File: src/rtl/seg_n_sync_filt_if.sv
// Channel bundle for seg_n_sync_filt: enable, raw inputs and the filtered
// level/edge outputs. The synchroniser itself is the slave side; whatever
// drives the raw lines and consumes the filtered levels is the master side.
interface seg_n_sync_filt_if #(
    parameter int CH = 4
) ();
    logic          en;
    logic [CH-1:0] d;
    logic [CH-1:0] q;
    logic [CH-1:0] rise;
    logic [CH-1:0] fall;
    logic          any_edge;

    modport master (
        output en,
        output d,
        input  q,
        input  rise,
        input  fall,
        input  any_edge
    );

    modport slave (
        input  en,
        input  d,
        output q,
        output rise,
        output fall,
        output any_edge
    );
endinterface

File: src/rtl/seg_n_sync_filt.sv
// Multi-channel N-stage synchroniser with a per-channel stability filter and
// registered one-cycle rise/fall pulses. Each channel is captured by a flop
// chain, then a new level must persist for FILT consecutive enabled cycles
// before it is accepted on q. A low enable freezes every piece of state and
// forces the edge pulses to zero.
module seg_n_sync_filt #(
    parameter int            CH      = 4,
    parameter int            STAGES  = 2,
    parameter int            FILT    = 3,
    parameter logic [CH-1:0] RST_VAL = {CH{1'b0}}
) (
    input  logic              clk,
    input  logic              reset,
    seg_n_sync_filt_if.slave  bus
);

    // A FILT of 1 still needs a one-bit counter so the arrays stay legal;
    // with CNT_MAX = 0 it never leaves zero.
    localparam int            CW      = (FILT > 1) ? $clog2(FILT) : 1;
    localparam logic [CW-1:0] CNT_MAX = CW'(FILT - 1);

    logic [CH-1:0] r_sync [STAGES];
    logic [CH-1:0] r_q;
    logic [CH-1:0] r_rise;
    logic [CH-1:0] r_fall;
    logic [CW-1:0] r_cnt  [CH];

    logic [CH-1:0] w_sync;
    logic [CH-1:0] w_q_nxt;
    logic [CH-1:0] w_rise_nxt;
    logic [CH-1:0] w_fall_nxt;
    logic [CW-1:0] w_cnt_nxt [CH];

    // Last stage of the chain is the metastability-safe view of d.
    assign w_sync = r_sync[STAGES-1];

    // Per-channel filter decision: count consecutive mismatches, accept the
    // new level on the FILT-th one, and flag the accepted direction.
    always_comb begin
        w_q_nxt    = r_q;
        w_rise_nxt = {CH{1'b0}};
        w_fall_nxt = {CH{1'b0}};
        for (int i = 0; i < CH; i++) begin
            w_cnt_nxt[i] = r_cnt[i];
            if (bus.en) begin
                if (w_sync[i] == r_q[i]) begin
                    // Any return to agreement abandons a partial count.
                    w_cnt_nxt[i] = {CW{1'b0}};
                end else if (r_cnt[i] == CNT_MAX) begin
                    w_q_nxt[i]    = w_sync[i];
                    w_cnt_nxt[i]  = {CW{1'b0}};
                    w_rise_nxt[i] = w_sync[i];
                    w_fall_nxt[i] = ~w_sync[i];
                end else begin
                    w_cnt_nxt[i] = r_cnt[i] + CW'(1'b1);
                end
            end else begin
                w_cnt_nxt[i] = r_cnt[i];
            end
        end
    end

    // Synchroniser chain: shifts only on enabled edges, reset beats enable.
    always_ff @(posedge clk) begin
        if (reset) begin
            for (int k = 0; k < STAGES; k++) begin
                r_sync[k] <= RST_VAL;
            end
        end else if (bus.en) begin
            r_sync[0] <= bus.d;
            for (int k = 1; k < STAGES; k++) begin
                r_sync[k] <= r_sync[k-1];
            end
        end else begin
            for (int k = 0; k < STAGES; k++) begin
                r_sync[k] <= r_sync[k];
            end
        end
    end

    // Filter state and edge pulses; pulses are recomputed every edge so they
    // can never outlast one cycle, and reset never produces a pulse.
    always_ff @(posedge clk) begin
        if (reset) begin
            r_q    <= RST_VAL;
            r_rise <= {CH{1'b0}};
            r_fall <= {CH{1'b0}};
            for (int i = 0; i < CH; i++) begin
                r_cnt[i] <= {CW{1'b0}};
            end
        end else begin
            r_q    <= w_q_nxt;
            r_rise <= w_rise_nxt;
            r_fall <= w_fall_nxt;
            for (int i = 0; i < CH; i++) begin
                r_cnt[i] <= w_cnt_nxt[i];
            end
        end
    end

    assign bus.q        = r_q;
    assign bus.rise     = r_rise;
    assign bus.fall     = r_fall;
    assign bus.any_edge = |(r_rise | r_fall);

endmodule

File: src/flat_wrapper.sv
// flat-port wrapper written by rule: the top's interface ports become plain ports
module seg_n_sync_filt_flat 
#(
    parameter int            CH      = 4,
    parameter int            STAGES  = 2,
    parameter int            FILT    = 3,
    parameter logic [CH-1:0] RST_VAL = {CH{1'b0}}
)
  (clk, reset, bus_en, bus_d, bus_q, bus_rise, bus_fall, bus_any_edge);
  seg_n_sync_filt_if #(.CH(CH)) bus_i ();
  input  logic clk;
  input  logic reset;
  input wire logic [$bits(bus_i.en)-1:0] bus_en;
  input wire logic [$bits(bus_i.d)-1:0] bus_d;
  output wire logic [$bits(bus_i.q)-1:0] bus_q;
  output wire logic [$bits(bus_i.rise)-1:0] bus_rise;
  output wire logic [$bits(bus_i.fall)-1:0] bus_fall;
  output wire logic [$bits(bus_i.any_edge)-1:0] bus_any_edge;
  assign bus_i.en = bus_en;
  assign bus_i.d = bus_d;
  assign bus_q = bus_i.q;
  assign bus_rise = bus_i.rise;
  assign bus_fall = bus_i.fall;
  assign bus_any_edge = bus_i.any_edge;
  seg_n_sync_filt #(.CH(CH), .STAGES(STAGES), .FILT(FILT), .RST_VAL(RST_VAL)) u_core (.clk(clk), .reset(reset), .bus(bus_i));
endmodule
File: config.mk
export PLATFORM = sky130hd
export DESIGN_NAME = seg_n_sync_filt_flat
export DESIGN_NICKNAME = d
export VERILOG_FILES = /design/src/rtl/seg_n_sync_filt_if.sv /design/src/rtl/seg_n_sync_filt.sv /design/src/flat_wrapper.sv
export SDC_FILE = /design/constraint.sdc
export NUM_CORES = 1
export LEC_CHECK = 0
export CORE_MARGIN = 1
export CORE_UTILIZATION = 51
export CTS_CLUSTER_DIAMETER = 50
export CTS_CLUSTER_SIZE = 10
export DETAILED_ROUTE_END_ITERATION = 7
export HOLD_SLACK_MARGIN = 0.05
export PLACE_DENSITY = 0.77
export SLEW_MARGIN = 40
export SYNTH_ARGS = -nofsm -noshare
export SYNTH_HDL_FRONTEND = slang
export SYNTH_SLANG_ARGS = --single-unit
export TNS_END_PERCENT = 100
File: constraint.sdc
create_clock -name clk -period 1.75 [get_ports clk]
set_clock_uncertainty 0.1 [all_clocks]
set_input_delay 0.35 -clock clk [delete_from_list [all_inputs] [get_ports clk]]
set_output_delay 0.35 -clock clk [all_outputs]
set_load 0.01 [all_outputs]
Word-level counts from Yosys, hierarchy flattened
Memory sizes are Yosys's and may differ from the RTL's.
Index checks and enable logic that the tools add are counted.

word-level totals
  register bits = 12
  bits in writable memories = 16
  bits of input ports = 7
  output and inout bits = 13
  memories kept = 2

cells by class
  add/sub/neg operators = 4
  equal/unequal tests = 8
  multiplexer cells = 29
  bitwise operators = 22
  reduce and logical (&&, ||, !) cells = 9

memories
  name           words  width  rd ports  clocked after memory_dff  write ports  RTL line               text
  u_core.r_cnt   4      2      4         0                         4            seg_n_sync_filt.sv:26  logic [CW-1:0] r_cnt [CH];
  u_core.r_sync  2      4      2         0                         2            seg_n_sync_filt.sv:22  logic [CH-1:0] r_sync [STAGES];

operator list
  kind                                                           number
  2-bit two-way mux                                              16
  4-bit OR reduction                                             5
  4-bit two-way mux                                              4
  1-bit inverter                                                 13
  3-bit AND reduction                                            4
  1-bit two-way mux                                              9
  2-bit by 1-bit adder with 2-bit output, second input constant  4
  2-bit == test, second input constant                           4
  1-bit OR                                                       8
  1-bit == test                                                  4
  4-bit OR                                                       1

Longest topological paths before layout
  depth after elaboration = 5
  depth in mapped cells = 4
  gate-level depth less buffers = 2

Worst setup path after synthesis
OpenSTA, ideal clock, no wires.

  path kind = input-to-reg
  start = input port bus_en
  end = memory u_core.r_sync[0][0] (enable)
  data arrival time = 0.985 ns
  data required time = 1.379 ns
  setup slack = 0.395 ns
  stages on the path = 3
  buffers on the path = 2
  cell sequence = buf_6 > buf_2 > or2_2

RTL lines
  what                RTL line               text
  start: declaration  flat_wrapper.sv:13     input wire logic [$bits(bus_i.en)-1:0] bus_en;
  end: declaration    seg_n_sync_filt.sv:22

Worst setup path in the final report
  start = register u_core.r_fall[1], in the netlist u_core.bus.fall[1]
  end = output port bus_fall[1]

RTL lines
  what                      RTL line               text
  start: declaration        seg_n_sync_filt.sv:25  logic [CH-1:0] r_fall;
  start signal: assignment  seg_n_sync_filt.sv:87  r_fall <= {CH{1'b0}};
  start signal: assignment  seg_n_sync_filt.sv:94  r_fall <= w_fall_nxt;
  end: declaration          flat_wrapper.sv:17     output wire logic [$bits(bus_i.fall)-1:0] bus_fall;

No word-level cell between the ends.

==> results.rst <==
.. list-table::
   :header-rows: 1

   * - Metric
     - Value
   * - Status
     - finished clean
   * - Synth Register Bits
     - 28
   * - IO buf count
     - 19
   * - Ant diodes
     - 0
   * - Library cell contributing the largest single delay on the critical path
     - clkdlybuf4s50_1
   * - Leading cell types by total area after synthesis
     - dfxtp_1 34%, edfxtp_1 20%, nand2b_1 6.8%, and2_1 4.2%, mux2i_1 3.4%
   * - Total core area
     - 2210 um^2
   * - Sequential area share after synthesis
     - 0.537
   * - Grt ovf
     - 0
   * - Overall Power
     - 1090 uW
   * - Number of flops mapped to enable cells by yosys
     - 8
   * - Cell Chain, Critical Path
     - clkdlybuf4s50_1
   * - Cell area power density
     - 722 nW/um^2
   * - Crit Path Max Fanout
     - 2
   * - Worst slack at placement
     - -0.0165 ns
   * - Worst EP arrival
     - 1.26 ns
   * - Number of distinct standard cells referenced by the synthesized netlist
     - 22
   * - Antenna violations before repair
     - 0
   * - Via count of the first global-routing pass
     - 707
   * - Clk pin slew, worst setup/hold paths
     - 0.14 ns
   * - Max frequency
     - 584 MHz
   * - Syn Nets
     - 114
   * - Number of standard cells after synthesis
     - 107
   * - Number of buffers and inverters on the critical path
     - 1
   * - Part of the cycle the worst path needs
     - 0.978
   * - Capturing element type of the critical path
     - output pin
   * - Number of nets with antenna violations after routing
     - 0
   * - Final-report setup violation count
     - 0
   * - First-pass GRT wire length
     - 3080 um
   * - Yosys warns
     - 0
   * - Critical path data required time
     - 1.30 ns
   * - Least-Margin Pin Slew
     - 0.302 ns
   * - CTS buffer count
     - 3
   * - Slowest Stage Delay on Critical Path
     - 0.55 ns
   * - Type of origin of the critical path
     - flop
   * - Worst-case vdd ir drop
     - 481 uV
   * - Total of max-cap violations
     - 0
   * - Tightest slew margin relative to the limit
     - 0.796
   * - Layout area overhead
     - 26.8%
   * - Clock latency reported for the late side of the worst-skew pair
     - 0.32 ns
   * - Class of the tightest hold or removal check
     - flop to flop
   * - I/O pin cnt
     - 20
   * - Die Ht
     - 50.4 um
   * - Critical Setup Path Class
     - flop to output pin
   * - Mapped Avg Cell Area
     - 11.2 um^2
   * - Routability cong.
     - 0.838
   * - Number of hold violations in the final report
     - 0
   * - Cell type with the largest total area after synthesis
     - dfxtp_1
   * - Routed wire per std cell
     - 11.5 um
   * - Initial standard-cell utilization of the core
     - 0.540
   * - Routed via count
     - 852
   * - Detailed-router iteration count before antenna repair
     - 4
   * - Most used flip-flop cell after synthesis
     - dfxtp_1
   * - Delay-heaviest family, CP
     - buffers and inverters
   * - Synthesized cell area
     - 1190 um^2
   * - Setup slack of the critical path after layout
     - 0.0384 ns
   * - Detailed-route DRC error count
     - 0
   * - Max Slew Vio Count
     - 0
   * - Number of buffers on the longest clock path
     - 2
   * - Proportion of register bits with asynchronous set or reset after synthesis
     - 0
   * - Maximum number of pins on one net before global-route repair
     - 19
   * - Full die area
     - 2540 um^2
   * - Number of DRC markers after the initial detailed-route iteration
     - 20
   * - Share of the synthesized area in the top cell type
     - 0.335
   * - Rows
     - 17
   * - Die width
     - 50.4 um
   * - Layout cells sized above 1
     - 0.195
   * - WL final
     - 1860 um
   * - H-tree depth reported by CTS
     - 1
   * - HPWL after detailed placement
     - 1310 um
   * - Global routing usage summed across all routing layers
     - 0.164
   * - Sequential cell area
     - 657 um^2
   * - Commonest cells in the netlist
     - 20 x dfxtp_1, 13 x nand2b_1, 9 x inv_1, 8 x and2_1, 8 x edfxtp_1
   * - Vias per cell
     - 5.29
   * - Sink Count
     - 28
   * - Clk root buf
     - clkbuf_4
   * - Static leakage
     - 0.000539 uW
   * - Final Critical Period
     - 1.71 ns
   * - Multi-input gate area in the final layout
     - 507 um^2
   * - Number of filler instances in the final layout
     - 172
   * - Net count reported at finish
     - 141
   * - CTS tree
     - done
   * - Most frequent cell after synthesis
     - dfxtp_1
==> layout make-up <==
| cell class | count | share of cell area |
|---|---|---|
| clock buffer | 4 | 0.0240 |
| timing repair buffer | 27 | 0.162 |
| tap | 28 | 0.0231 |
| multi-input combinational | 65 | 0.335 |
| inverter | 9 | 0.0223 |
| sequential | 28 | 0.434 |
==> through the flow <==
step | hold WS, ns | instances | utilization | cell area (um^2) | TNS [ns]
6_report | 0.366 | 161 | 0.684 | 1510 | 0
5_1_grt | 0.392 | 161 | 0.684 | 1510 | -0.00386
4_1_cts | 0.381 | 161 | 0.674 | 1490 | 0
3_5_place_dp | 0.399 | 157 | 0.656 | 1450 | -0.0368
3_3_place_gp | 0.391 | 157 | 0.656 | 1450 | 0
2_1_floorplan | 0.373 | 107 | - | 1190 | 0
==> flip-flops by register name, indices dropped and copies added, names as in the netlist <==
register / flops
u_core.bus.fall: 4
u_core.r_sync: 8
u_core.bus.rise: 4
u_core.bus.q: 4
u_core.r_cnt: 8
==> logic make-up (layout without fill, tap and decap cells) <==
logic type | count (synthesis) | count (layout) | synth area share
xor gates and xnor gates | 4 | 4 | 0.0293
AOI/OAI and AO/OA | 8 | 8 | 0.0650
DFF | 28 | 28 | 0.537
and+or+nand+nor | 49 | 49 | 0.284
buffers and inverters | 14 | 40 | 0.0514
muxes | 4 | 4 | 0.0335
==> path summary, 6_finish.rpt <==
check | startpoint | to | slack [ns] | depth (start not counted)
max reg2reg | u_core.r_cnt[0][6]$_SDFFE_PP0P_ | u_core.r_cnt[0][6]$_SDFFE_PP0P_ | 0.55 | 2
max | u_core.bus.fall[1]$_SDFF_PP0_ | bus_fall[1] | 0.04 | 1
min reg2reg | u_core.bus.q[1]$_SDFFE_PP0P_ | u_core.bus.rise[1]$_SDFF_PP0_ | 0.37 | 1
min | u_core.bus.q[1]$_SDFFE_PP0P_ | u_core.bus.rise[1]$_SDFF_PP0_ | 0.37 | 1
==> routing by layer <==
layer  up-vias  global-route usage  wire length, um
met5         -                   0                0
met4         0              0.0833               17
met3         2              0.0273               60
met2        19               0.247              854
met1       394               0.228              923
li1        437                   -                -
==> cells in the final DEF (no fill, tap or decap) <==
| cell type | count |
|---|---|
| nand2_1 | 4 |
| xnor2_1 | 4 |
| o41ai_1 | 3 |
| nor4_1 | 5 |
| clkbuf_8 | 1 |
| o32ai_2 | 1 |
| and2_1 | 8 |
| or2_2 | 1 |
| nor2b_1 | 1 |
| clkdlybuf4s50_1 | 18 |
| nand3b_1 | 4 |
| dfxtp_4 | 3 |
| nand2b_1 | 13 |
| or3b_2 | 3 |
| nor4_4 | 1 |
| edfxtp_1 | 8 |
| o32ai_1 | 4 |
| inv_1 | 9 |
| mux2i_1 | 4 |
| clkbuf_4 | 3 |
| or4b_1 | 4 |
| clkbuf_2 | 1 |
| nand4bb_1 | 1 |
| buf_4 | 8 |
| nor4b_1 | 4 |
| dfxtp_1 | 13 |
| dfxtp_2 | 4 |
==> timing repair <==
| item | CTS | global route |
|---|---|---|
| hold buffers | 0 | 0 |
| setup endpoints to repair | 5 | 4 |
| setup buffers | 0 | 0 |
| pin swaps | 1 | 1 |
| gates resized for setup | 5 | 10 |
==> power by group <==
| group | switching, uW | internal (uW) | leakage, uW |
|---|---|---|---|
| logic | 37.3 | 48.3 | 0.000264 |
| clock network | 185 | 127 | 0.0000210 |
| registers | 13.8 | 682 | 0.000253 |
No activity file was read; power rests on OpenSTA's default activity.
